--- src/rtl/display_source_arbiter.sv ---
// Purpose: shares one 4-digit seven-segment display among four requesters
// (score, ball X, ball Y, debug). Rotates among active requesters on a fixed
// dwell, lets a requester preempt with an urgent override for a hold time,
// and supports a manual lock onto one source. Paced by the driver's tick.
// Ports:
//   clk, reset_n        clock, asynchronous active-low reset
//   tick                one-cycle pacing strobe from the display driver
//   req[3:0]            source i has a value to show
//   urgent[3:0]         source i requests override (needs req[i])
//   val0..val3          16-bit display value of each source
//   lock, lock_sel      pin the display to lock_sel while lock=1
//   disp_value          registered value to the driver (1-cycle lag on cur_src)
//   disp_enable         display enable (1 in ROTATE/OVERRIDE/LOCKED)
//   cur_src             index of the source currently shown
//   overriding          1 while in OVERRIDE
module display_source_arbiter #(
  parameter int unsigned DWELL_TICKS = 600,
  parameter int unsigned HOLD_TICKS  = 300
) (
  input  logic        clk,
  input  logic        reset_n,
  input  logic        tick,
  input  logic [3:0]  req,
  input  logic [3:0]  urgent,
  input  logic [15:0] val0,
  input  logic [15:0] val1,
  input  logic [15:0] val2,
  input  logic [15:0] val3,
  input  logic        lock,
  input  logic [1:0]  lock_sel,
  output logic [15:0] disp_value,
  output logic        disp_enable,
  output logic [1:0]  cur_src,
  output logic        overriding
);

  localparam int unsigned CW = 12;
  localparam int unsigned VW = 16;
  localparam logic [CW-1:0] DWELL_LAST = CW'(DWELL_TICKS - 1);
  localparam logic [CW-1:0] HOLD_LAST  = CW'(HOLD_TICKS - 1);

  typedef enum logic [1:0] {
    S_IDLE     = 2'd0,
    S_ROTATE   = 2'd1,
    S_OVERRIDE = 2'd2,
    S_LOCKED   = 2'd3
  } state_t;

  state_t          state_q, state_d;
  logic [1:0]      cur_d, saved_q, saved_d;
  logic [CW-1:0]   cnt_q, cnt_d;
  logic [VW-1:0]   val_sel, disp_value_d;
  logic            disp_enable_d, overriding_d;
  logic [3:0]      hit;

  // First requesting index strictly after base (wrapping); base itself last.
  function automatic logic [1:0] next_after(input logic [1:0] base,
                                            input logic [3:0] r);
    logic [1:0] idx;
    next_after = base;
    for (int k = 4; k >= 1; k--) begin
      idx = base + 2'(k);
      if (r[idx]) next_after = idx;
    end
  endfunction

  // base if it is still requesting, otherwise the next requester after it.
  function automatic logic [1:0] resume_at(input logic [1:0] base,
                                           input logic [3:0] r);
    resume_at = r[base] ? base : next_after(base, r);
  endfunction

  // Value of the currently registered source.
  always_comb begin
    val_sel = val0;
    unique case (cur_src)
      2'd0: val_sel = val0;
      2'd1: val_sel = val1;
      2'd2: val_sel = val2;
      2'd3: val_sel = val3;
      default: val_sel = val0;
    endcase
  end

  // Next-state and output logic; precedence lock > urgent > req drop > tick.
  always_comb begin
    state_d = state_q;
    cur_d   = cur_src;
    saved_d = saved_q;
    cnt_d   = cnt_q;
    hit     = urgent & req;

    if (lock) begin
      state_d = S_LOCKED;
      cur_d   = lock_sel;
      cnt_d   = '0;
    end else begin
      unique case (state_q)
        S_LOCKED: begin
          // Urgent is not honoured on the release edge; a held level re-arms next cycle.
          cnt_d = '0;
          if (req == 4'b0000) begin
            state_d = S_IDLE;
          end else begin
            state_d = S_ROTATE;
            cur_d   = resume_at(lock_sel, req);
          end
        end
        S_IDLE: begin
          if (hit != 4'b0000) begin
            state_d = S_OVERRIDE;
            cur_d   = next_after(2'd3, hit);
            cnt_d   = '0;
          end else if (req != 4'b0000) begin
            state_d = S_ROTATE;
            cur_d   = next_after(2'd3, req);
            cnt_d   = '0;
          end
        end
        S_ROTATE: begin
          if (hit != 4'b0000) begin
            state_d = S_OVERRIDE;
            saved_d = cur_src;
            cur_d   = next_after(2'd3, hit);
            cnt_d   = '0;
          end else if (!req[cur_src] || (tick && cnt_q == DWELL_LAST)) begin
            // Req drop and dwell expiry share one advance, never two.
            cnt_d = '0;
            if (req == 4'b0000) state_d = S_IDLE;
            else                cur_d   = next_after(cur_src, req);
          end else if (tick) begin
            cnt_d = cnt_q + CW'(1);
          end
        end
        S_OVERRIDE: begin
          if (hit != 4'b0000) begin
            cur_d = next_after(2'd3, hit);
            cnt_d = '0;
          end else if (!req[cur_src] || (tick && cnt_q == HOLD_LAST)) begin
            cnt_d = '0;
            if (req == 4'b0000) begin
              state_d = S_IDLE;
            end else begin
              state_d = S_ROTATE;
              cur_d   = resume_at(saved_q, req);
            end
          end else if (tick) begin
            cnt_d = cnt_q + CW'(1);
          end
        end
        default: begin
          state_d = S_IDLE;
          cnt_d   = '0;
        end
      endcase
    end

    disp_enable_d = (state_d != S_IDLE);
    overriding_d  = (state_d == S_OVERRIDE);
    disp_value_d  = (state_d == S_IDLE) ? '0 : val_sel;
  end

  // State and registered outputs.
  always_ff @(posedge clk or negedge reset_n) begin
    if (!reset_n) begin
      state_q     <= S_IDLE;
      cur_src     <= 2'd0;
      saved_q     <= 2'd0;
      cnt_q       <= '0;
      disp_value  <= '0;
      disp_enable <= 1'b0;
      overriding  <= 1'b0;
    end else begin
      state_q     <= state_d;
      cur_src     <= cur_d;
      saved_q     <= saved_d;
      cnt_q       <= cnt_d;
      disp_value  <= disp_value_d;
      disp_enable <= disp_enable_d;
      overriding  <= overriding_d;
    end
  end

endmodule

--- config.mk ---
export PLATFORM = sky130hd
export DESIGN_NAME = display_source_arbiter
export DESIGN_NICKNAME = d
export VERILOG_FILES = /design/src/rtl/display_source_arbiter.sv
export SDC_FILE = /design/constraint.sdc
export NUM_CORES = 1
export LEC_CHECK = 0
export ABC_CLOCK_PERIOD_IN_PS = 5750
export BUFFER_PORTS_ARGS = -buffer_cell sky130_fd_sc_hd__buf_2
export CORE_AREA = 10 10 117 77
export CTS_BUF_LIST = sky130_fd_sc_hd__clkbuf_16
export CTS_CLUSTER_DIAMETER = 40
export DETAILED_ROUTE_END_ITERATION = 8
export DIE_AREA = 0 0 127 87
export PLACE_DENSITY_LB_ADDON = 0.25
export SYNTH_ARGS = -nofsm -noshare
export SYNTH_HDL_FRONTEND = slang
export SYNTH_SLANG_ARGS = --single-unit
--- constraint.sdc ---
create_clock -name clk -period 5.75 [get_ports clk]
set_clock_uncertainty 0.05 [all_clocks]
set_input_delay 0 -clock clk [delete_from_list [all_inputs] [get_ports clk]]
set_output_delay 0 -clock clk [all_outputs]
set_load 0.01 [all_outputs]
### Word-level counts from Yosys, hierarchy flattened

Cells that the tools add are included.

* input port bits: 78
* output and inout bits: 20
* register bits: 36
* word-level logic and storage cells: 134

* multiplexer cells: 73
* bitwise gates (word level): 2
* add/subtract/negate cells: 10
* equality and inequality tests: 16
* reductions and logical operators: 14
* $lt $le $gt $ge: 12

Operators by type and width (count)
* $mux W12: 8
* $mux W2: 33
* $pmux W16 S4: 1
* $pmux W12 S4: 1
* $lt A2 B3 Y1 const B: 12
* $bmux W1 S2: 12
* $ne A4 B4 Y1 const B: 5
* $mux W16: 1
* $pmux W2 S4: 2
* $mux W1: 15
* $add A12 B1 Y12 const B: 1
* $add A2 B2 Y2 const B: 6
* $eq A12 B10 Y1 const B: 1
* $eq A12 B9 Y1 const B: 1
* $eq A2 B2 Y1 const B: 5
* $reduce_bool A4 Y1: 2
* $reduce_and A7 Y1: 1
* $add A2 B1 Y2 const B: 3
* $logic_not A2 Y1: 3
* $ne A6 B6 Y1 const B: 1
* $and A4 B4 Y4: 1
* $eq A2 B1 Y1 const B: 2
* $logic_not A4 Y1: 1
* $ne A3 B3 Y1 const B: 1
* other kinds (6): 8

### Logic depth before layout (Yosys ltp)

Gate-level depths: netlist of run 1.

* depth in word-level cells: 12
* mapped depth: 9
* depth with buffers taken out: 8

### Worst setup path before layout of run 1

OpenSTA, ideal clock, no wires.

* path kind: flip-flop to flip-flop
* start: reg cur_src[0]
* end: reg cur_src[1]
* slack: 2.854 ns
* period minus slack after synthesis: 2.896 ns
* arrival: 2.721 ns
* library setup time: 0.125 ns
* cell stages (with the launch flop): 9
* buffers on the path: 1
* data required time: 5.575 ns
* cell sequence: dfrtp_1 -> clkbuf_1 -> inv_1 -> ha_1 -> mux4_2 -> or4_1 -> o32ai_1 -> a311oi_1 -> mux2_2

* word-level cells in the longest chain between the ends: 10
* elaborated cells on any way between the ends: 26
* classes of those cells: add/sub: 3; eq/ne: 3; mux: 16; reduce/logical: 4

RTL lines
* start, declared: line 33 `output logic [1:0] cur_src,`
* start signal, assigned: line 175 `cur_src <= cur_d;`
* $add A2 B2 Y2: line 62 `idx = base + 2'(k);`
* $bmux W1 S2: line 63 `if (r[idx]) next_after = idx;`
* $mux W1 (implied by the code): line 63
* $mux W2 (2 in series): line 63
* $mux W2: line 129 `if (req == 4'b0000) state_d = S_IDLE;`
* $mux W2: line 126 `end else if (!req[cur_src] || (tick && cnt_q == DWELL_LAST)) begin`
* $mux W2: line 121 `if (hit != 4'b0000) begin`
* $pmux W2 S4: line 98 `unique case (state_q)`
* $mux W2: line 93 `if (lock) begin`

Parallel ways exist; a longest one is shown, timed or not. The select of a mux whose other input is x is not followed.
A chain may end at the register's enable or synchronous reset.

### Worst setup path in the final report of run 1

Ends and elaborated chain as after synthesis.

==> summary.txt, run 1 <==
Floorplanning
  • Die width: 127 µm
  • Die Y: 87 µm
  • # IOs: 98
  • Core area: 6970 µm²
  • Total Die Area: 11000 µm²
  • Starting Density: 38.5%
  • Cell Rows: 24

Critical path
  • CP Capture Type: flip-flop
  • Crit Path Category: reg2reg
  • Crit path arrival time: 3050 ps
  • Max FO, Critical Path: 13
  • Startpoint class of the critical path: flip-flop
  • Critical path required time: 5860 ps

CTS
  • Reg clk slew, reported paths: 50 ps
  • CTS Hold Bufs: 17
  • CTS tree: yes
  • H-tree levels: 2
  • CTS buffer count: 5
  • Post-CTS Setup Repair Bufs: 0
  • Clock Latency Late Sink: 280 ps
  • CTS resizes: 0
  • Clock Tree Buf Depth: 2
  • Clock sink count: 36
  • CTS root buf: clkbuf_16

Logic synthesis
  • Post-synth net total: 395
  • Cell variety after synth: 64
  • Warnings from Yosys: 0
  • FFs w/ async S/R, synth: 100%
  • Syn Inst Count: 307
  • Post-synth EDFFs: 0
  • Register area share after synthesis: 33.6%
  • Synthesized area: 2680 µm²
  • Syn_area_per_cell: 8.74 µm²
  • Primary FF master, synth: dfrtp_1
  • Largest cells by area after synthesis: dfrtp_1, a222oi_1, a21oi_1
  • Post-synthesis register bit count: 36
  • Synth top area share: 33.6%
  • Biggest area consumer among synthesized cells: dfrtp_1

Placed design
  • Final HPWL DP: 6710 µm
  • Final GP Congestion: 0.878
  • Pre-CTS setup slack: 2830 ps
  • Buffers added on ports: 97

Finish
  • Share of the core filled with cells: 50.3%
  • Layout area overhead: 30.7%
  • Ant diodes: 0
  • Layout cells sized above 1: 32.1%
  • Layout Nets: 495

Min path
  • HP Class: in2reg

Power and ir drop
  • Power, Total: 1.29 mW
  • Power Density: 367 nW/µm²
  • Leakage: 1.67 nW
  • Max VDD drop: 0.148 mV

Route
  • Vias: 2861
  • Routed Antenna Nets: 0
  • Vias/cell: 5.73
  • DRC errors left: 0
  • Post-Route WL: 8880 µm
  • Initial DRC Count: 313
  • Routed len/inst: 17.8 µm
  • First-pass DRT Iterations: 5

Run
  • Max_cap viols: 0

STA
  • Fmax: 340 MHz
  • Crit share post-route: 51.1%
  • RSZ-0062 raised after global routing: false
  • Setup tns final: 0 ps
  • Rel. slew slack: 31.9%
  • Worst setup margin: 2810 ps
  • Final Max Tran Viols: 0
  • Endpoints failing setup: 0
  • Tightest Pin Transition: 1020 ps
  • Tmin final: 2940 ps
  • Final hold vios: 0

Global routing
  • All-layer global routing usage: 15.1%
  • Vias in the first global route: 2615
  • Total gr overflow: 0
  • Initial antenna violation count: 0
  • Largest net degree at the start of global routing: 37
  • First-pass GRT wire length: 14000 µm

Outcome
  • Status: completed
[worst paths after layout]
check	from	end	slack [ps]	depth (start not counted)
setup / recovery	cur_src[0]	cur_src[1]	2810	7
hold / removal	val1[7]	disp_value[7]	50	5
setup reg to reg	cur_src[0]	cur_src[1]	2810	7
hold reg to reg	cnt_q[0]	cnt_q[0]	490	1
max in group asynchronous	reset_n	saved_q[0]	4840	2
min in group asynchronous	reset_n	disp_value[0]	310	2
[worst max-delay path, cell delays in order, from the launching register on]
cell      delay, ps
dfrtp_1         650
inv_1           160
ha_1            440
mux4_2          510
or4_1           430
o32ai_1         150
a311oi_1        120
mux2_2          300
[report_power, final]
part / internal (mW) / switching, mW
Combinational: 0.276 / 0.380
Sequential: 0.320 / 0.0574
Clock: 0.157 / 0.0966
Total: 0.753 / 0.534
[layer usage]
metal	share of wire [%]	global-route usage [%]
met1	48	22.0
met2	40	21.4
met3	11	4.56
met4	0.37	2.47
met5	0	0
[registers in the layout, summed over array words and instances (netlist names)]
signal       cells
disp_enable      1
cnt_q           12
state_q          2
overriding       1
saved_q          2
disp_value      16
cur_src          2
[through the flow]
stage                     hold slack [ps]  cell area [µm²]  instances
final                                47.2             3510        499
after global routing                 76.1             3510        499
after CTS                            41.1             3510        499
after detailed placement             83.6             3200        474
after global placement               79.9             3200        474
after floorplan                      -346             2680        307
[placed cells by master, fill, tap and decap left out, drive strengths merged, types with 3 or more instances in the layout]
| cell | count |
|---|---|
| nor2 | 46 |
| mux4 | 4 |
| and3 | 3 |
| nor4 | 6 |
| ha | 10 |
| dlygate4sd3 | 17 |
| nor2b | 3 |
| a211oi | 3 |
| nand2 | 12 |
| o211ai | 3 |
| a222oi | 16 |
| a22oi | 3 |
| nor3b | 5 |
| clkbuf | 5 |
| mux2i | 3 |
| buf | 98 |
| a21o | 8 |
| a221oi | 3 |
| nand3 | 7 |
| a21oi | 28 |
| nand2b | 4 |
| mux2 | 4 |
| inv | 17 |
| dfrtp | 36 |
| o21ai | 21 |
[cells in the mapped netlist, types with 4 or more instances]
library cell / count
a222oi_1: 16
nand2b_1: 4
clkbuf_1: 17
inv_2: 4
nand2_1: 12
mux2_2: 4
nor3b_1: 5
a21oi_1: 28
nor2_2: 9
inv_1: 12
dfrtp_1: 36
ha_1: 10
mux4_2: 4
nand3_1: 7
a21o_1: 8
nor4_1: 5
o21ai_0: 20
nor2_1: 37
[area by class of cell]
type	instances	area (µm²)
fillers	665	3460
multi-input cells	233	1630
inverters	16	60.1
clock buffers	5	125
repair buffers	115	663
flip-flops and latches	36	901
clock inverters	3	15.0
well taps	91	114
[cells by family after synthesis]
group                      share of synthesized area [%]
muxes                                               6.16
DFF                                                 33.6
and+or+nand+nor                                     21.4
xor gates and xnor gates                           0.327
buffers and inverters                               5.74
adders and majority gates                           4.66
AOI/OAI and AO/OA                                   28.1
No activity file was read; power rests on OpenSTA's default activity.
==> run 2, diff against run 1 <==
--- a/config.mk
+++ b/config.mk
@@ -5,7 +5,7 @@
 export SDC_FILE = /design/constraint.sdc
 export NUM_CORES = 1
 export LEC_CHECK = 0
-export ABC_CLOCK_PERIOD_IN_PS = 5750
+export ABC_CLOCK_PERIOD_IN_PS = 3000
 export BUFFER_PORTS_ARGS = -buffer_cell sky130_fd_sc_hd__buf_2
 export CORE_AREA = 10 10 117 77
 export CTS_BUF_LIST = sky130_fd_sc_hd__clkbuf_16
==> constraint.sdc (replaced) <==
create_clock -name clk -period 3 [get_ports clk]
set_clock_uncertainty 0.05 [all_clocks]
set_input_delay 0 -clock clk [delete_from_list [all_inputs] [get_ports clk]]
set_output_delay 0 -clock clk [all_outputs]
set_load 0.01 [all_outputs]
==> summary.txt, run 2 (synthesized netlist as in run 1, its figures left out) <==
Outcome
  • Status: completed

Global routing
  • Vias in the first global route: 2715
  • Initial antenna violation count: 0
  • Largest net degree at the start of global routing: 37
  • All-layer global routing usage: 15.4%
  • First-pass GRT wire length: 14200 µm
  • Total gr overflow: 0

Finish
  • Filler cell count: 647
  • Commonest non-fill, non-tap cells in the layout: buf_2, nor2_1, dfrtp_1, a21oi_1, o21ai_0
  • Ant diodes: 0
  • Layout cells sized above 1: 33.2%
  • Biggest regs: disp_value x16, cnt_q x12
  • Layout area overhead: 33.0%
  • Top reg by flops: disp_value
  • Layout Nets: 500
  • Max reg flops: 16
  • Final instance area: 3570 µm²
  • Post-route insts no fill: 504
  • Share of the core filled with cells: 51.2%
  • Commonest non-fill, non-tap cell in the layout: buf_2

Power and ir drop
  • Power Density: 729 nW/µm²
  • Max VDD drop: 0.265 mV
  • Leakage: 1.71 nW
  • Power, Total: 2.60 mW

CTS
  • Clock Tree Buf Depth: 2
  • Clock Latency Late Sink: 270 ps
  • Post-CTS Setup Repair Bufs: 0
  • H-tree levels: 2
  • Reg clk slew, reported paths: 50 ps
  • Clock sink count: 36
  • CTS tree: yes
  • CTS resizes: 0
  • CTS root buf: clkbuf_16
  • CTS Hold Bufs: 17
  • CTS buffer count: 5

Floorplanning
  • Core area: 6970 µm²
  • # IOs: 98
  • Total Die Area: 11000 µm²
  • Starting Density: 38.5%
  • Cell Rows: 24
  • Die Y: 87 µm
  • Die width: 127 µm

Placed design
  • Final HPWL DP: 6710 µm
  • Post-DP Area: 3230 µm²
  • Buffers added on ports: 97
  • Final GP Congestion: 0.874
  • Pre-CTS setup slack: 531 ps
  • DP Cell Count: 479

STA
  • Setup tns final: 0 ps
  • Tmin final: 2520 ps
  • WHS: 49.2 ps
  • Crit share post-route: 83.9%
  • Final Max Tran Viols: 0
  • Tightest Pin Transition: 1030 ps
  • Fmax: 397 MHz
  • RSZ-0062 raised after global routing: false
  • Endpoints failing setup: 0
  • Worst setup margin: 483 ps
  • Final hold vios: 0
  • Rel. slew slack: 31.4%

Route
  • DRC errors left: 0
  • Initial DRC Count: 329
  • Vias: 2949
  • Vias/cell: 5.85
  • First-pass DRT Iterations: 9
  • Routed Antenna Nets: 0
  • Routed len/inst: 17.9 µm
  • Post-Route WL: 9020 µm

Critical path
  • Max stage delay cell, worst path: dfrtp_1
  • Critical path required time: 3110 ps
  • CP Capture Type: flip-flop
  • Crit path arrival time: 2630 ps
  • Max FO, Critical Path: 8
  • Cell Chain, Critical Path: inv_1 > ha_1 > or3_1 > a31oi_1 > o32ai_1 > a311oi_1 > mux2_2
  • Startpoint class of the critical path: flip-flop
  • Slowest cell delay on critical path: 460 ps
  • Crit Path Category: reg2reg

Min path
  • HP Class: in2reg

Run
  • Max_cap viols: 0
run 2: metal layers:
layer  wire, µm  global-route usage, %  vias up
met1       4290                   22.3     1385
met2       3740                   22.1      184
li1           -                      -     1376
met3        953                   4.44        4
met5          0                      0        -
met4         34                   3.09        0
run 2: critical path, delay by kind of cell, from the launching register on:
| family | cells | cell delay [ps] |
|---|---|---|
| muxes | 1 | 390 |
| buffers and inverters | 1 | 100 |
| AOI/OAI and AO/OA | 3 | 680 |
| and+or+nand+nor | 1 | 410 |
| adders and majority gates | 1 | 310 |
| DFF | 1 | 460 |
run 2: layout make-up:
cell class / count / area [µm²] / share of cell area (%)
multi-input combinational: 233 / 1630 / 45.6
clock inverter: 3 / 38.8 / 1.09
inverter: 16 / 60.1 / 1.68
sequential: 36 / 901 / 25.3
timing repair buffer: 120 / 701 / 19.6
tap: 91 / 114 / 3.19
clock buffer: 5 / 125 / 3.51
run 2: power breakdown:
part,leakage [nW],internal (mW),switching [mW],total (mW)
clock network,0.0850,0.387,0.183,0.569
logic,1.16,0.559,0.787,1.35
registers,0.469,0.615,0.0708,0.686
total,1.71,1.56,1.04,2.60
run 2: path summary, 6_finish.rpt:
check	start	to	slack, ps	cells past startpoint
setup / recovery	state_q[1]	cur_src[1]	480	7
setup reg to reg	state_q[1]	cur_src[1]	480	7
hold / removal	tick	cnt_q[1]	50	2
max in group asynchronous	reset_n	cnt_q[2]	2070	2
hold reg to reg	cnt_q[1]	cnt_q[1]	480	1
min in group asynchronous	reset_n	disp_value[15]	340	2
==> run 3, diff against run 2 <==
--- a/config.mk
+++ b/config.mk
@@ -5,7 +5,7 @@
 export SDC_FILE = /design/constraint.sdc
 export NUM_CORES = 1
 export LEC_CHECK = 0
-export ABC_CLOCK_PERIOD_IN_PS = 3000
+export ABC_CLOCK_PERIOD_IN_PS = 2100
 export BUFFER_PORTS_ARGS = -buffer_cell sky130_fd_sc_hd__buf_2
 export CORE_AREA = 10 10 117 77
 export CTS_BUF_LIST = sky130_fd_sc_hd__clkbuf_16
==> constraint.sdc (replaced) <==
create_clock -name clk -period 2.1 [get_ports clk]
set_clock_uncertainty 0.05 [all_clocks]
set_input_delay 0 -clock clk [delete_from_list [all_inputs] [get_ports clk]]
set_output_delay 0 -clock clk [all_outputs]
set_load 0.01 [all_outputs]
==> summary.txt, run 3 (synthesized netlist as in run 1, its figures left out) <==
Critical path
  • Max stage delay cell, worst path: mux4_2
  • CP Capture Type: flip-flop
  • Critical path required time: 2210 ps
  • WP buf/inv: 1
  • Max FO, Critical Path: 3
  • Crit path arrival time: 2440 ps
  • CP delay by family, top: multiplexers
  • Slowest cell delay on critical path: 510 ps
  • Worst reg2reg setup slack: -240 ps
  • Cell Chain, Critical Path: inv_4 > ha_4 > mux4_2 > or4_4 > o32ai_2 > a311oi_2 > mux2_2
  • Startpoint class of the critical path: flip-flop
  • Crit Path Category: reg2reg

Finish
  • Layout cells sized above 1: 46.7%
  • Ant diodes: 0
  • Biggest regs: disp_value x16, cnt_q x12
  • Commonest non-fill, non-tap cell in the layout: buf_2
  • Layout area overhead: 55.1%
  • Layout Nets: 550
  • Commonest non-fill, non-tap cells in the layout: buf_2, buf_4, nor2_1, dfrtp_1, a21oi_1
  • Max reg flops: 16
  • Top reg by flops: disp_value
  • Post-route insts no fill: 554

Global routing
  • Grt met3 use: 7.42%
  • All-layer global routing usage: 17.8%
  • Largest net degree at the start of global routing: 37
  • Initial antenna violation count: 0
  • Gr busiest metal: met2
  • GRT met2 Usage: 26.2%
  • Vias in the first global route: 3222
  • GRT met1 Usage: 23.3%
  • First-pass GRT wire length: 16200 µm
  • Total gr overflow: 0

Power and ir drop
  • Leakage: 1.99 nW
  • Max VDD drop: 0.473 mV
  • Power Density: 959 nW/µm²
  • Power, Total: 3.99 mW

STA
  • WHS: 56.2 ps
  • Fmax: 428 MHz
  • Rel. slew slack: 44.6%
  • Endpoints failing setup: 31
  • Crit share post-route: 111%
  • Final Max Tran Viols: 0
  • Tmin final: 2340 ps
  • Final hold vios: 0
  • Tightest Pin Transition: 831 ps
  • RSZ-0062 raised after global routing: true
  • Setup tns final: -4380 ps
  • Worst setup margin: -236 ps

Floorplanning
  • Die Y: 87 µm
  • Core area: 6970 µm²
  • # IOs: 98
  • Starting Density: 38.5%
  • Cell Rows: 24
  • Die width: 127 µm
  • Total Die Area: 11000 µm²

Route
  • Vias: 3129
  • Routed Antenna Nets: 0
  • DRC errors left: 0
  • Vias/cell: 5.65
  • Routed len/inst: 18.0 µm
  • First-pass DRT Iterations: 7
  • Initial DRC Count: 262
  • Post-Route WL: 9980 µm

CTS
  • Clock Latency Late Sink: 280 ps
  • Clock Tree Buf Depth: 2
  • CTS buffer count: 5
  • H-tree levels: 2
  • CTS root buf: clkbuf_16
  • Reg clk slew, reported paths: 60 ps
  • Clock sink count: 36
  • CTS tree: yes

Outcome
  • Violated checks: setup timing
  • Status: finished, violations left

Placed design
  • Buffers added on ports: 97
  • Final GP Congestion: 0.901
  • DP Cell Count: 520
  • Final HPWL DP: 7450 µm

Run
  • Max_cap viols: 0

Min path
  • HP Class: in2reg
==> run 3: changes by cell type in the layout (fill, tap and decap cells not counted), sizes merged <==
cell / delta
buf: +50
bufinv: -1
clkinvlp: +1
==> run 3: worst reg2reg max path, cell delays in order, from the launching register on <==
cell,delay (ps)
dfrtp_1,390
inv_4,50
ha_4,270
mux4_2,510
or4_4,440
o32ai_2,120
a311oi_2,90
mux2_2,300
==> run 3: where the power goes <==
group	leakage, nW	internal, mW	switching, mW
clock	0.0687	0.431	0.277
sequential	0.469	0.878	0.0904
combinational	1.45	1.07	1.25
==> run 3: worst paths after layout <==
check                            from             end  depth (start not counted)
max                        cur_src[0]      cur_src[1]                          7
min                          val1[15]  disp_value[15]                          5
max reg2reg                cur_src[0]      cur_src[1]                          7
min reg2reg                  cnt_q[8]        cnt_q[8]                          2
max in group asynchronous     reset_n      cur_src[0]                          2
min in group asynchronous     reset_n      state_q[0]                          2
==> run 3: final cells by class <==
cell class / instances / area (µm²)
Fill cell: 577 / 2810
Sequential cell: 36 / 901
Tap cell: 91 / 114
Clock buffer: 5 / 125
Inverter: 16 / 62.6
Timing Repair Buffer: 170 / 1120
Clock inverter: 3 / 15.0
Multi-Input combinational cell: 233 / 1820
==> run 3: per-stage QoR <==
| stage | cell area [µm²] | utilization (%) | worst slack, ps |
|---|---|---|---|
| 3_3_place_gp | 3620 | 51.9 | -182 |
| 5_1_grt | 4160 | 59.7 | -296 |
| 4_1_cts | 4090 | 58.7 | -246 |
| 2_1_floorplan | 2770 | - | -411 |
| 6_report | 4160 | 59.7 | -236 |
| 3_5_place_dp | 3620 | 51.9 | -257 |
==> run 3: what timing repair did <==
item,CTS,global route
endpoints found under the hold margin,52,0
gates cloned,1,0
setup endpoints to repair,31,33
resized for setup,21,16
setup buffers,6,3
pin swaps,13,8
hold buffers,17,0
==> run 3: routing by layer <==
metal	wire length [µm]	share of wire [%]
met3	1040	10
met1	4300	43
met4	161	1.6
met2	4470	45
met5	0	0
